### src/rtl/fifo_sync_prog.sv
// -----------------------------------------------------------------------------
// fifo_sync_prog
//   Single-clock FIFO with arbitrary (non power-of-2) depth, programmable
//   almost-full / almost-empty levels, synchronous flush and a selectable
//   read mode: registered read (FWFT=0) or first-word-fall-through (FWFT=1).
//
// Parameters
//   DATA_WIDTH  word width (>=1)
//   FIFO_DEPTH  number of entries (>=2, any value)
//   AF_LEVEL    almostfull when count >= AF_LEVEL and not full  (1..FIFO_DEPTH-1)
//   AE_LEVEL    almostempty when count <= AE_LEVEL and not empty (1..FIFO_DEPTH-1)
//   FWFT        0 = registered read, 1 = first-word-fall-through
//
// Ports
//   clk          rising-edge clock
//   rst          asynchronous, active-high reset
//   flush        synchronous clear of contents, overrides wr_en/rd_en
//   wr_en        write request, data_in is the word written
//   rd_en        read request (FWFT: pops the word currently shown)
//   data_out     read data
//   rd_valid     data_out holds a freshly popped (FWFT=0) or shown (FWFT=1) word
//   wr_ack       previous-cycle write was accepted
//   overflow     previous-cycle write was rejected because the FIFO was full
//   underflow    previous-cycle read was rejected because the FIFO was empty
//   full/almostfull/empty/almostempty  occupancy flags derived from count
//   count        current occupancy, 0..FIFO_DEPTH
// -----------------------------------------------------------------------------
module fifo_sync_prog #(
  parameter int DATA_WIDTH = 16,
  parameter int FIFO_DEPTH = 8,
  parameter int AF_LEVEL   = FIFO_DEPTH - 1,
  parameter int AE_LEVEL   = 1,
  parameter bit FWFT       = 1'b0
) (
  input  logic                                  clk,
  input  logic                                  rst,
  input  logic                                  flush,
  input  logic                                  wr_en,
  input  logic [DATA_WIDTH-1:0]                 data_in,
  input  logic                                  rd_en,
  output logic [DATA_WIDTH-1:0]                 data_out,
  output logic                                  rd_valid,
  output logic                                  wr_ack,
  output logic                                  overflow,
  output logic                                  underflow,
  output logic                                  full,
  output logic                                  almostfull,
  output logic                                  empty,
  output logic                                  almostempty,
  output logic [$clog2(FIFO_DEPTH+1)-1:0]       count
);

  localparam int PTR_W = $clog2(FIFO_DEPTH);
  localparam int CNT_W = $clog2(FIFO_DEPTH + 1);

  typedef logic [PTR_W-1:0]      ptr_t;
  typedef logic [CNT_W-1:0]      cnt_t;
  typedef logic [DATA_WIDTH-1:0] word_t;

  localparam ptr_t LAST_PTR = ptr_t'(FIFO_DEPTH - 1);
  localparam cnt_t DEPTH_C  = cnt_t'(FIFO_DEPTH);
  localparam cnt_t AF_C     = cnt_t'(AF_LEVEL);
  localparam cnt_t AE_C     = cnt_t'(AE_LEVEL);

  word_t mem [FIFO_DEPTH];
  ptr_t  wr_ptr;
  ptr_t  rd_ptr;
  logic  do_wr;
  logic  do_rd;

  // Depth need not be a power of two, so wrap on an explicit compare rather
  // than relying on natural pointer overflow.
  function automatic ptr_t ptr_inc(input ptr_t p);
    return (p == LAST_PTR) ? '0 : p + ptr_t'(1);
  endfunction

  // Status flags: pure functions of count. The "and not full/empty" terms keep
  // each almost flag exclusive with its hard counterpart.
  assign full        = (count == DEPTH_C);
  assign empty       = (count == '0);
  assign almostfull  = (count >= AF_C) && !full;
  assign almostempty = (count <= AE_C) && !empty;

  // A write against a full FIFO is rejected even when a read frees a slot in
  // the same cycle; flush overrides both requests.
  assign do_wr = wr_en && !full  && !flush;
  assign do_rd = rd_en && !empty && !flush;

  // NOTE: the storage array is deliberately left without a reset: pointers and
  // count alone decide which entries are valid, and an unreset array can map
  // onto RAM. The !rst term stops a write landing while reset is held.
  always_ff @(posedge clk) begin
    if (do_wr && !rst) mem[wr_ptr] <= data_in;
  end

  // NOTE: sequential state uses non-blocking assignments so every register
  // samples the pre-edge values of the others, independent of statement order.
  always_ff @(posedge clk or posedge rst) begin
    if (rst) begin
      wr_ptr    <= '0;
      rd_ptr    <= '0;
      count     <= '0;
      wr_ack    <= 1'b0;
      overflow  <= 1'b0;
      underflow <= 1'b0;
    end else if (flush) begin
      wr_ptr    <= '0;
      rd_ptr    <= '0;
      count     <= '0;
      wr_ack    <= 1'b0;
      overflow  <= 1'b0;
      underflow <= 1'b0;
    end else begin
      wr_ack    <= do_wr;
      overflow  <= wr_en && full;
      underflow <= rd_en && empty;
      if (do_wr) wr_ptr <= ptr_inc(wr_ptr);
      if (do_rd) rd_ptr <= ptr_inc(rd_ptr);
      unique case ({do_wr, do_rd})
        2'b10:   count <= count + cnt_t'(1);
        2'b01:   count <= count - cnt_t'(1);
        default: count <= count;
      endcase
    end
  end

  generate
    if (FWFT) begin : g_fwft
      // Head word is shown combinationally; zero while empty so the output
      // never exposes stale storage and matches its reset value.
      assign data_out = empty ? '0 : mem[rd_ptr];
      assign rd_valid = !empty;
    end else begin : g_reg
      word_t rd_data_q;
      logic  rd_valid_q;

      // data_out holds its last popped word; rd_valid pulses per accepted read.
      always_ff @(posedge clk or posedge rst) begin
        if (rst) begin
          rd_data_q  <= '0;
          rd_valid_q <= 1'b0;
        end else if (flush) begin
          rd_valid_q <= 1'b0;
        end else begin
          rd_valid_q <= do_rd;
          if (do_rd) rd_data_q <= mem[rd_ptr];
        end
      end

      assign data_out = rd_data_q;
      assign rd_valid = rd_valid_q;
    end
  endgenerate

endmodule

### config.mk
export PLATFORM = sky130hd
export DESIGN_NAME = fifo_sync_prog
export DESIGN_NICKNAME = d
export VERILOG_FILES = /design/src/rtl/fifo_sync_prog.sv
export SDC_FILE = /design/constraint.sdc
export NUM_CORES = 1
export LEC_CHECK = 0
export BUFFER_PORTS_ARGS = -buffer_cell sky130_fd_sc_hd__buf_2
export CORE_UTILIZATION = 35
export DETAILED_ROUTE_END_ITERATION = 16
export GPL_TIMING_DRIVEN = 0
export HOLD_SLACK_MARGIN = 0.08
export MAX_ROUTING_LAYER = met4
export PLACE_DENSITY_LB_ADDON = 0.3
export SLEW_MARGIN = 15
export SYNTH_ARGS = -nofsm -noshare
export SYNTH_HDL_FRONTEND = slang
export SYNTH_SLANG_ARGS = --single-unit
### constraint.sdc
create_clock -name clk -period 9 [get_ports clk]
set_input_delay 1.8 -clock clk [delete_from_list [all_inputs] [get_ports clk]]
set_output_delay 1.8 -clock clk [all_outputs]
set_load 0.02 [all_outputs]
# Yosys cells after proc, flatten, opt, wreduce, memory -nomap -nowiden
# Memory sizes are Yosys's and may differ from the RTL's. A register that Yosys moved wholly into a read port is not among the register bits.
# Index checks and enable logic that the tools add are counted.
# word_totals
register_bits,14
ramBits,128
inputBits,21
out_inout_bits,28
wordCells,52
mem_count,1
# classes
addsub,4
magnitude_cmp,2
eq_ne,5
mux,14
bitwise,1
n_reduce_logical,18
# mem_list
name,depth,width,rd,rd_clocked_by_memory_dff,write_ports,line,rtl
mem,8,16,1,1,1,65,word_t mem [FIFO_DEPTH];
# op_table
cell,count
$mux 3,6
$logic_and 1x1->1,9
$pmux 4 s2,1
$add 3x1->3 const B,2
$eq 3x3->1 const B,2
$mux 1,6
$add 4x1->4 const B,1
$eq 4x4->1 const B,1
$ge 4x3->1 const B,1
$le 4x1->1 const B,1
$logic_not 1->1,4
$logic_not 4->1,1
$mux 4,1
$reduce_bool 2->1,2
$sub 4x1->4 const B,1
$reduce_bool 3->1,1
$eq 2x1->1 const B,1
$eq 2x2->1 const B,1
$reduce_and 2->1,1
$not 1->1,1

# Longest topological paths before layout
# depth
word_depth,7
ltp_mapped,8
depth_no_buf,8

# Worst setup path after synthesis
# No wires, ideal clock.
# synth_path
path_kind,input port to flip-flop
from,input port rst
to,"memory mem[1][0] in the netlist's numbering, enable pin"
arrival_ns,3.903
required_time_ns,8.591
path_slack_ns,4.687
stages,3
n_path_buf,0
path_cell_list,inv_1 -> nand3_1 -> nor3_1
# synth_between
elab_chain_len,4
# synth_lines
element,line,rtl
from (decl),36,"input logic rst,"
$logic_not 1->1 (no line),--,
$logic_and 1x1->1,93,if (do_wr && !rst) mem[wr_ptr] <= data_in;
$mux 1,93,
$mux 1 (implied by the code),93,
to (decl),65,
# No other way between the ends.

# Worst setup path after layout
# layout_path
from,register count[0]
to,output port empty
# layout_between
elab_chain_len,1
# layout_lines
element,line,rtl
from (decl),50,output logic [$clog2(FIFO_DEPTH+1)-1:0] count
from (signal assigned),120,2'b10: count <= count + cnt_t'(1);
from (signal assigned),121,2'b01: count <= count - cnt_t'(1);
from (signal assigned),122,default: count <= count;
$logic_not 4->1,80,assign empty = (count == '0);
to (decl),48,"output logic empty,"
# No other way between the ends.

==> metrics <==
run status completed; flop and latch count out of synthesis roughly 160; number of hold-slack violations in the final timing report 0; TNS Setup 0 ps; Mapped Cells 331; warnings from Yosys 0; total of max-cap violations 0; portion of synthesized cell area occupied by the leading cell type roughly 62%; Final Util a little over two fifths; static power due to leakage roughly 2.6 nW; transition time of the tightest slew-check pin 885 ps; final clock period utilization by the worst path 42.2%; Clock Pin Slew Worst Setup and Hold Paths ~60 ps; number of nets in the layout 437; leading cell type in the layout, fill and taps excluded edfxtp_1; routed wire length per instance slightly below 20 um; largest net degree at the start of global routing 32; number of placement rows 48; core region area 17,300 um2; Highest Signal Layer met4; per-cell via count in the routed design 4.95; wire length of the first global-routing pass approximately 19 mm; syn avg cell area 18.7 um2; final antenna-violating net count 0; number of port buffers 48; max-slew violation total from the final report 0; largest cells by area after synthesis edfxtp_1, dfrtp_1, mux4_2, mux2i_1, a21oi_1; share of post-route cells with drive strength above 1 about a third; Post CTS Setup Buffer Count 0; all-layer global routing usage between 10% and 20%; sequential share of the synthesized area 74.4%; area of the die 18,200 um2; residual overflow from global routing 0; cell type contributing the most total cell area after synthesis edfxtp_1; category of the critical setup timing path register to output pin; H-tree levels 4; number of sinks handled by clock tree synthesis about 160; worst vdd rail ir drop approximately 0.00014 V; area used by sequential logic in the layout 4590 um2; worst slew slack as a fraction of its limit between 40 and 50%; type of element capturing the critical path output pin; highest attainable clock frequency around 0.26 GHz; area occupied by multi-input gates about 1500 um2; Hold WS approximately 530 ps; worst hold path type register to register; GPL Wtd Cong roughly 0.74; synthesized area slightly above 6000 um2; clock buffer count from CTS 17; area growth from synthesis to final layout 20.4%; post-cts gate resize count 0; worst-skew pair later-pin latency roughly 420 ps; DRC violation count after routing 0; endpoint required time on the critical path slightly above 7000 ps; antenna violations before repair 1; RSZ-0062 raised after global routing false; Arrival @ worst endpoint 1990 ps; clock tree root driver cell clkbuf_16; commonest cells after routing, fill and taps aside edfxtp_1, buf_2, mux4_2; crit-path max FO 6; number of global-route vias before repair around 3,200; Met3 Routed Length ~680 um; Setup-failing EPs final 0; Post-Synthesis Net Count 360; worst clock skew slightly below 9 ps; DR iter-0 viols around 250; routed metal-1 wirelength roughly 5.4 mm; TritonCTS clock tree built; Startpoint Class register; Via Count 3,205; number of unique standard cell types used by synthesis 31; clk buf depth 2; TritonRoute pass-1 iters 5; met2 routed wirelength about 6.3 mm; initial standard-cell utilization of the core between 30% and 40%; shortest period the worst path allows ~3800 ps; die outline width between 100 and 150 um; cts-stage hold buffer count 0; half-perimeter wire length after detailed placement roughly 8.4 mm; boundary pin count 49; power density over cell area around 280 nW/um2; Die Height around 130 um; # fillers around 1,600; Routed WL ~13 mm
==> cell families after synthesis <==
kind of cell | after synthesis | share of synthesized area [%]
simple gates | 60 | 4.70
mux | 51 | 14.8
compound gates | 30 | 2.75
fa+ha+maj | 8 | 1.62
buf+inv | 21 | 1.38
xor+xnor | 3 | 0.425
flops | 158 | 74.4
==> stage by stage <==
step | std cells | cell area, um2 | power, mW | setup slack, ps
final | 647 | 7440 | 2.07 | 5210
after global routing | 647 | 7440 | 2.17 | 5090
after CTS | 646 | 7430 | 2.10 | 5180
after detailed placement | 614 | 6850 | 1.40 | 4920
after global placement | 604 | 6700 | 1.39 | 2920
after floorplan | 331 | 6180 | 1.25 | 4690
==> synthesized netlist by cell type, drive strengths merged <==
cell    instances
mux4           32
clkbuf          8
inv             7
edfxtp        128
mux2i          18
a211oi          2
nor3b           3
nand2b          4
ha              8
nor4            1
a21oi          23
or2             1
or3b            1
nor2           30
xor2            2
nor3            3
nand3           4
nand2           6
or3             4
and3            1
mux2            1
nand3b          2
buf             6
xnor2           1
o211ai          1
o21ai           4
dfrtp          30
==> report_power, final <==
part           switching, mW  leakage (nW)  internal (mW)  total (mW)
combinational          0.289         0.765          0.213       0.502
clock                  0.294         0.280          0.401       0.695
sequential            0.0333          1.52          0.844       0.878
==> worst paths after layout <==
| path | startpoint | to | slack, ps | depth (start not counted) |
|---|---|---|---|---|
| hold / removal | data_out[11] | data_out[11] | 530 | 2 |
| hold reg to reg | data_out[11] | data_out[11] | 530 | 2 |
| max in group asynchronous | rst | data_out[10] | 6970 | 2 |
| setup reg to reg | count[0] | mem[0][6] | 6280 | 7 |
| setup / recovery | count[0] | empty | 5210 | 5 |
| min in group asynchronous | rst | wr_ptr[0] | 1530 | 2 |
==> routing by layer <==
metal,global-route usage [%],vias to the layer above
met5,-,-
met3,4.43,14
met4,6.43,0
li1,-,1458
met1,19.3,1655
met2,24.3,78
==> registers in the layout (all words and copies together) (netlist names) <==
register / count
mem: 128
data_out: 16
count: 4
rd_ptr: 3
wr_ptr: 3
overflow: 1
rd_valid: 1
underflow: 1
wr_ack: 1
==> layout make-up <==
type | instances | area share, %
Timing Repair Buffer | 58 | 4.95
Clock buffer | 19 | 6.09
Antenna cell | 1 | 0.0336
Inverter | 7 | 0.353
Tap cell | 225 | 3.79
Sequential cell | 158 | 61.8
Buffer | 14 | 0.791
Multi-Input combinational cell | 152 | 20.5
Clock inverter | 13 | 1.73
==> worst max-delay path, cell delays in order, from the launching register on <==
cell and delay (ps):
dfrtp_1 450, inv_1 140, ha_1 280, or3b_4 440
inv_2 100, buf_2 170
No activity file was read; power rests on OpenSTA's default activity.
